### src/rtl/amp_peak_meter.sv
// amp_peak_meter: peak-hold level meter for the LED VU display.
// Samples a 9-bit amplitude on smpl_vld and keeps a peak value that is held
// for HOLD_TICKS tick pulses and then decays linearly by DECAY_STEP per tick.
// Ports:
//   clk, rst_n      - rising-edge clock, synchronous active-low reset
//   smpl_vld, amp   - amplitude sample strobe and unsigned magnitude
//   tick            - hold/decay timebase pulse
//   clr_clip        - clears the sticky clip flag
//   peak            - registered peak-hold value
//   bar             - registered 8-segment thermometer derived from peak
//   clip            - registered sticky clip indicator
module amp_peak_meter #(
  parameter int unsigned HOLD_TICKS = 16,
  parameter int unsigned DECAY_STEP = 8,
  parameter int unsigned CLIP_THR   = 480
) (
  input  logic       clk,
  input  logic       rst_n,
  input  logic       smpl_vld,
  input  logic [8:0] amp,
  input  logic       tick,
  input  logic       clr_clip,
  output logic [8:0] peak,
  output logic [7:0] bar,
  output logic       clip
);

  localparam int unsigned AMP_W  = 9;
  localparam int unsigned HOLD_W = 8;
  localparam int unsigned BAR_W  = 8;
  localparam int unsigned SEG    = 64;

  typedef enum logic [1:0] {
    IDLE  = 2'd0,
    HOLD  = 2'd1,
    DECAY = 2'd2
  } state_t;

  state_t              state, state_nxt;
  logic [AMP_W-1:0]    peak_nxt;
  logic [HOLD_W-1:0]   hold_cnt, hold_nxt;
  logic [BAR_W-1:0]    bar_nxt;
  logic                clip_nxt;
  logic                capture;

  // State, peak, hold counter, bar and clip registers
  always_ff @(posedge clk) begin
    if (!rst_n) begin
      state    <= IDLE;
      peak     <= '0;
      hold_cnt <= '0;
      bar      <= '0;
      clip     <= 1'b0;
    end else begin
      state    <= state_nxt;
      peak     <= peak_nxt;
      hold_cnt <= hold_nxt;
      bar      <= bar_nxt;
      clip     <= clip_nxt;
    end
  end

  // Next-state: capture beats tick; tick drives hold countdown then decay
  always_comb begin
    state_nxt = state;
    peak_nxt  = peak;
    hold_nxt  = hold_cnt;
    capture   = smpl_vld && (amp >= peak);

    if (capture) begin
      peak_nxt  = amp;
      hold_nxt  = HOLD_W'(HOLD_TICKS);
      state_nxt = HOLD;
    end else if (tick) begin
      unique case (state)
        HOLD: begin
          if (hold_cnt <= HOLD_W'(1)) begin
            hold_nxt  = '0;
            state_nxt = DECAY;
          end else begin
            hold_nxt = hold_cnt - HOLD_W'(1);
          end
        end
        DECAY: begin
          // Saturate at zero rather than wrapping
          if (peak > AMP_W'(DECAY_STEP)) begin
            peak_nxt = peak - AMP_W'(DECAY_STEP);
          end else begin
            peak_nxt  = '0;
            state_nxt = IDLE;
          end
        end
        default: begin
          state_nxt = state;
        end
      endcase
    end
  end

  // Thermometer from the registered peak, giving the extra cycle of latency
  always_comb begin
    bar_nxt = '0;
    for (int i = 0; i < int'(BAR_W); i++) begin
      bar_nxt[i] = ({1'b0, peak} > 10'(SEG * i));
    end
  end

  // Sticky clip: a new clipping sample outranks a same-cycle clear
  always_comb begin
    clip_nxt = clip;
    if (smpl_vld && (amp >= AMP_W'(CLIP_THR))) begin
      clip_nxt = 1'b1;
    end else if (clr_clip) begin
      clip_nxt = 1'b0;
    end
  end

endmodule

### config.mk
export PLATFORM = sky130hd
export DESIGN_NAME = amp_peak_meter
export DESIGN_NICKNAME = d
export VERILOG_FILES = /design/src/rtl/amp_peak_meter.sv
export SDC_FILE = /design/constraint.sdc
export NUM_CORES = 1
export LEC_CHECK = 0
export BUFFER_PORTS_ARGS = -buffer_cell sky130_fd_sc_hd__buf_2
export CORE_ASPECT_RATIO = 0.7
export CORE_MARGIN = 5
export CORE_UTILIZATION = 50
export DETAILED_ROUTE_END_ITERATION = 7
export PLACE_DENSITY = 0.74
export SYNTH_ARGS = -nofsm -noshare
export SYNTH_HDL_FRONTEND = slang
export SYNTH_SLANG_ARGS = --single-unit
export TNS_END_PERCENT = 10
### constraint.sdc
create_clock -name clk -period 2.91 [get_ports clk]
set_clock_uncertainty 0.05 [all_clocks]
set_input_delay 0.582 -clock clk [delete_from_list [all_inputs] [get_ports clk]]
set_output_delay 0.582 -clock clk [all_outputs]
set_load 0.02 [all_outputs]
==> results.cfg, run 1 <==
[sta]
worst_pin_slew_ps = 679
hold_viol_final = 0
maxSlewViolCount = 0
setup_tns_ps = 0
rsz0062_at_grt = false
finalCritPeriodShare = 0.813
fmax_ghz = 0.423
fin_crit_ps = 2370
setup_violations = 0
slew_headroom = 0.544

[global_route]
grt_pass1_wl_mm = 6.77
grt_max_degree = 19
grt_pass1_vias = 1451
grt_overflow = 0
grt_antenna_before_repair = 0
track_usage = 0.185

[placed_design]
place.gp.congestion = 0.935
dp.cells = 246
port_buffers = 31
dpl_cell_area_mm2 = 0.00179
dp_hpwl_mm = 3.08

[logic_synthesis]
synth_top_area_share = 0.348
syn_inst = 183
syn_avg_cell_area_um2 = 8.80
synth_ff_type = dfxtp_1
async_flop_share = 0
synthTopCellsByArea = dfxtp_1, ha_1, mux2i_1
syn_nets = 211
ys_seq_elements = 28
synth-edff-count = 0
synth.distinct_cells = 43
yosysWarningCount = 0
synth_top_area_cell = dfxtp_1
ys_seq_area_frac = 0.348
synth_area_mm2 = 0.00161

[worst_setup_path]
slowest_stage = a2bb2oi_1
arrival_ps = 2500
cpLargestDelayFamily = compound AO/OA/AOI/OAI gates
path_class = reg -> reg
slowest_delay_ps = 480
crit_buf_inv = 1
cp.required_ps = 3040
startpoint_type = register
endpoint_kind = register
path_cells = inv_1, ha_1, a21oi_1, a2bb2oi_1, o31ai_4, a22o_1
cp_max_fo = 10

[route]
antenna_left = 0
drcViolationCount = 0
via_per_inst = 5.99
first_pass_iters = 4
drt-total-wl_mm = 4.03
wl_per_cell_um = 16.1
vias = 1498
initialDrtViolationCount = 169

[clocking]
cts_tree = done
cts-resized-gates = 0
cts_sinks = 28
post-cts-setup-buffer-count = 0
clk_latency_ps = 280
numCtsBuffers = 3
clockRootBuffer = clkbuf_8
cts_buffer_depth = 2
htreeDepth = 1
clkTransAtPathRegs_ps = 100
postCtsHoldBufs = 0

[min_path]
worstHoldPathType = reg -> reg

[power_and_ir_drop]
power.leakage_nw = 0.803
power_density_mw_per_mm2 = 610
total_power_mw = 1.14
peakVddDrop_v = 0.000279

[flow_run]
cap_violations = 0

[floorplanning]
dieArea_mm2 = 0.00447
core-area_mm2 = 0.00313
ios = 32
row_count = 17
start_util = 0.515
die_x_um = 77.8
die_y_um = 57.5

[layout]
num-nets-final = 241
drive_gt1_frac = 0.193
diodes = 0
instances_no_fill = 250
syn_to_final_growth_pct = 15.5
fin_area_mm2 = 0.00186

[outcome]
status = complete, no violations
through the flow:
| step | hold slack, ps | util | setup slack [ps] |
|---|---|---|---|
| 3_5_place_dp | 441 | 0.572 | 511 |
| 2_1_floorplan | 409 | - | 658 |
| 6_report | 466 | 0.595 | 544 |
| 4_1_cts | 468 | 0.595 | 565 |
| 3_3_place_gp | 437 | 0.572 | 587 |
| 5_1_grt | 481 | 0.595 | 344 |
kinds of logic after synthesis:
family,after synthesis,share of synthesized area
and+or+nand+nor,67,0.219
AOI/OAI and AO/OA,42,0.203
DFF,28,0.348
buffers and inverters,19,0.0451
adders and majority gates,14,0.109
muxes,7,0.0435
xor gates and xnor gates,6,0.0326
power breakdown:
group	internal, mW	switching [mW]
Sequential	0.423	0.0413
Clock	0.185	0.129
Combinational	0.138	0.220
area by class of cell:
cell class | instances | area (um^2)
clock buffers | 3 | 41.3
inverters | 13 | 48.8
fillers | 264 | 1270
repair buffers | 31 | 155
clock inverters | 1 | 30.0
flip-flops and latches | 28 | 561
well taps | 38 | 47.5
multi-input cells | 136 | 977
worst paths after layout:
check / start / slack [ps] / cells past startpoint / to
setup / recovery: peak[6] / 540 / 6 / hold_cnt[4]
hold / removal: clip / 470 / 2 / clip
setup reg to reg: peak[6] / 540 / 6 / hold_cnt[4]
hold reg to reg: clip / 470 / 2 / clip
layout by cell type, fill, tap and decap left out, types with 2 or more instances in the layout:
master / count
nor3_1: 7
clkbuf_8: 3
o211ai_1: 3
a41oi_1: 4
nor4_1: 4
a211oi_1: 2
nor4b_1: 2
nand2_1: 15
and3_1: 2
a31oi_1: 2
and3b_1: 2
nor2_1: 15
nand4b_1: 3
a21o_1: 2
ha_1: 14
a21oi_1: 9
mux2i_1: 7
o31a_1: 2
nand2b_1: 2
nand3_1: 10
o21ai_0: 5
buf_2: 31
xor2_1: 5
dfxtp_1: 28
a2bb2oi_1: 2
inv_1: 13
sequential cells by signal, summed over array words and instances (netlist names):
name      count
clip          1
peak          9
hold_cnt      8
state         2
bar           8
worst min-delay path, delay by kind of cell, from the launching register on:
| family | cells | cell delay (ps) |
|---|---|---|
| DFF | 1 | 350 |
| and+or+nand+nor | 1 | 80 |
| AOI/OAI and AO/OA | 1 | 60 |
synthesized netlist by cell type, types with 3 or more instances:
library cell	number
nand2_1	15
o21ai_0	5
o211ai_1	3
nor3_1	7
nor4_1	4
xor2_1	5
a21oi_1	9
mux2i_1	7
clkbuf_1	5
a41oi_1	4
ha_1	14
nand3_1	10
nor2_1	15
inv_1	13
nand4b_1	3
dfxtp_1	28
per-layer routing:
metal | vias to the layer above | wire length, um | global-route usage
li1 | 731 | - | -
met1 | 699 | 1890 | 0.259
met2 | 64 | 1730 | 0.276
met3 | 4 | 378 | 0.0552
met4 | 0 | 38 | 0.0441
met5 | - | 0 | 0
Note: power is estimated with default switching activity, not from simulation.
==> run 2: changes to the inputs <==
==> constraint.sdc (replaced) <==
create_clock -name clk -period 2.3 [get_ports clk]
set_clock_uncertainty 0.05 [all_clocks]
set_input_delay 0.46 -clock clk [delete_from_list [all_inputs] [get_ports clk]]
set_output_delay 0.46 -clock clk [all_outputs]
set_load 0.02 [all_outputs]
==> run 2 against run 1 <==
Net effect:
- clock-buffer cell count unchanged
- register-to-register slack worse by 420 ps
- global-route usage down 0.11 points
- die area unchanged
- sequential power up 25%
- first-iteration DRC count down 35%
- sequential cell count unchanged
- final cell count up 2.8%
==> results.cfg, run 2 (synthesis results as in run 1) <==
[outcome]
status = complete, no violations

[layout]
nFillCells = 278
syn_to_final_growth_pct = 19.6
num-nets-final = 248
largest-register = peak
final_core_util = 0.616
largest_reg_flops = 9
reg.largest.list = peak (9), bar (8), hold_cnt (8)
layout_commonest_cell = buf_2
instances_no_fill = 257
drive_gt1_frac = 0.242
final_cell_mix = buf_2, dfxtp_1, nand2_1, nor2_1, ha_1
diodes = 0
fin_area_mm2 = 0.00193
regArea_um2 = 566
multiInputGateArea_um2 = 985

[clocking]
clk_latency_ps = 280
htreeDepth = 1
postCtsHoldBufs = 0
clockRootBuffer = clkbuf_8
cts_tree = done
post-cts-setup-buffer-count = 0
numCtsBuffers = 3
clkTransAtPathRegs_ps = 100
cts_buffer_depth = 2
cts_sinks = 28

[sta]
worst_slack_ps = 120
setup_tns_ps = 0
fin_crit_ps = 2180
fin_hold_ws_ps = 387
rsz0062_at_grt = false
finalCritPeriodShare = 0.948
fmax_ghz = 0.459
hold_viol_final = 0
worst_pin_slew_ps = 646
maxSlewViolCount = 0
slew_headroom = 0.566
setup_violations = 0

[min_path]
worstHoldPathType = in -> reg

[power_and_ir_drop]
power.leakage_nw = 0.840
p_comb_frac = 0.333
clockPowerShare = 0.268
total_power_mw = 1.46
power_density_mw_per_mm2 = 756
seqPwrFrac = 0.399
peakVddDrop_v = 0.000496
intPower_mw = 0.962
switching_share = 0.339
switchingPower_mw = 0.493

[worst_setup_path]
path_class = reg -> reg
arrival_ps = 2310
startpoint_type = register
endpoint_kind = register
cp.required_ps = 2430
cp_max_fo = 10

[floorplanning]
dieArea_mm2 = 0.00447
core-area_mm2 = 0.00313
start_util = 0.515
die_x_um = 77.8
row_count = 17
ios = 32
die_y_um = 57.5

[placed_design]
place_ws_ps = 35.1
dp_hpwl_mm = 3.23
dpl_cell_area_mm2 = 0.00184
dp.cells = 253
port_buffers = 31
place.gp.congestion = 0.868

[route]
antenna_left = 0
vias = 1533
wl_per_cell_um = 15.7
initialDrtViolationCount = 110
drcViolationCount = 0
drt-total-wl_mm = 4.05
via_per_inst = 5.96
first_pass_iters = 4

[global_route]
grt_pass1_vias = 1409
grt_pass1_wl_mm = 6.62
grt_overflow = 0
grt_antenna_before_repair = 0
track_usage = 0.183
grt_max_degree = 19

[flow_run]
cap_violations = 0
[run 2: worst paths after layout]
path,slack [ps],to,cells after the start,startpoint
max,120,hold_cnt[4],7,peak[4]
max reg2reg,120,hold_cnt[4],7,peak[4]
min reg2reg,460,hold_cnt[2],2,hold_cnt[2]
min,390,peak[1],3,amp[1]
[run 2: final cells by class]
cell class | instances | share of cell area
multi-input combinational | 136 | 0.511
timing repair buffer | 38 | 0.108
inverter | 13 | 0.0253
clock inverter | 1 | 0.0156
clock buffer | 3 | 0.0214
tap | 38 | 0.0247
sequential | 28 | 0.294
[run 2: power by group through the flow]
stage / sequential (mW) / combinational, mW / clock [mW]
finish: 0.581 / 0.484 / 0.391
global route: 0.591 / 0.531 / 0.420
CTS: 0.577 / 0.478 / 0.396
detailed placement: 0.588 / 0.476 / 0
global placement: 0.585 / 0.459 / 0
floorplan: 0.625 / 0.289 / 0
[run 2: what timing repair did]
item | in CTS | in global routing
resized for setup | 0 | 6
endpoints found under the hold margin | 0 | 0
setup endpoints to repair | 0 | 11
[run 2: layer usage]
layer | track usage | part of all wire
met1 | 0.268 | 0.47
met2 | 0.276 | 0.45
met4 | 0.0343 | 0.0072
met3 | 0.0426 | 0.072
met5 | 0 | 0
[run 2: critical path, cell delays in order, from the launching register on]
cell     delay, ps
dfxtp_2        370
inv_1          110
ha_1           230
or4_4          550
a21oi_4        230
o31ai_4         90
buf_4          200
a22o_1         240
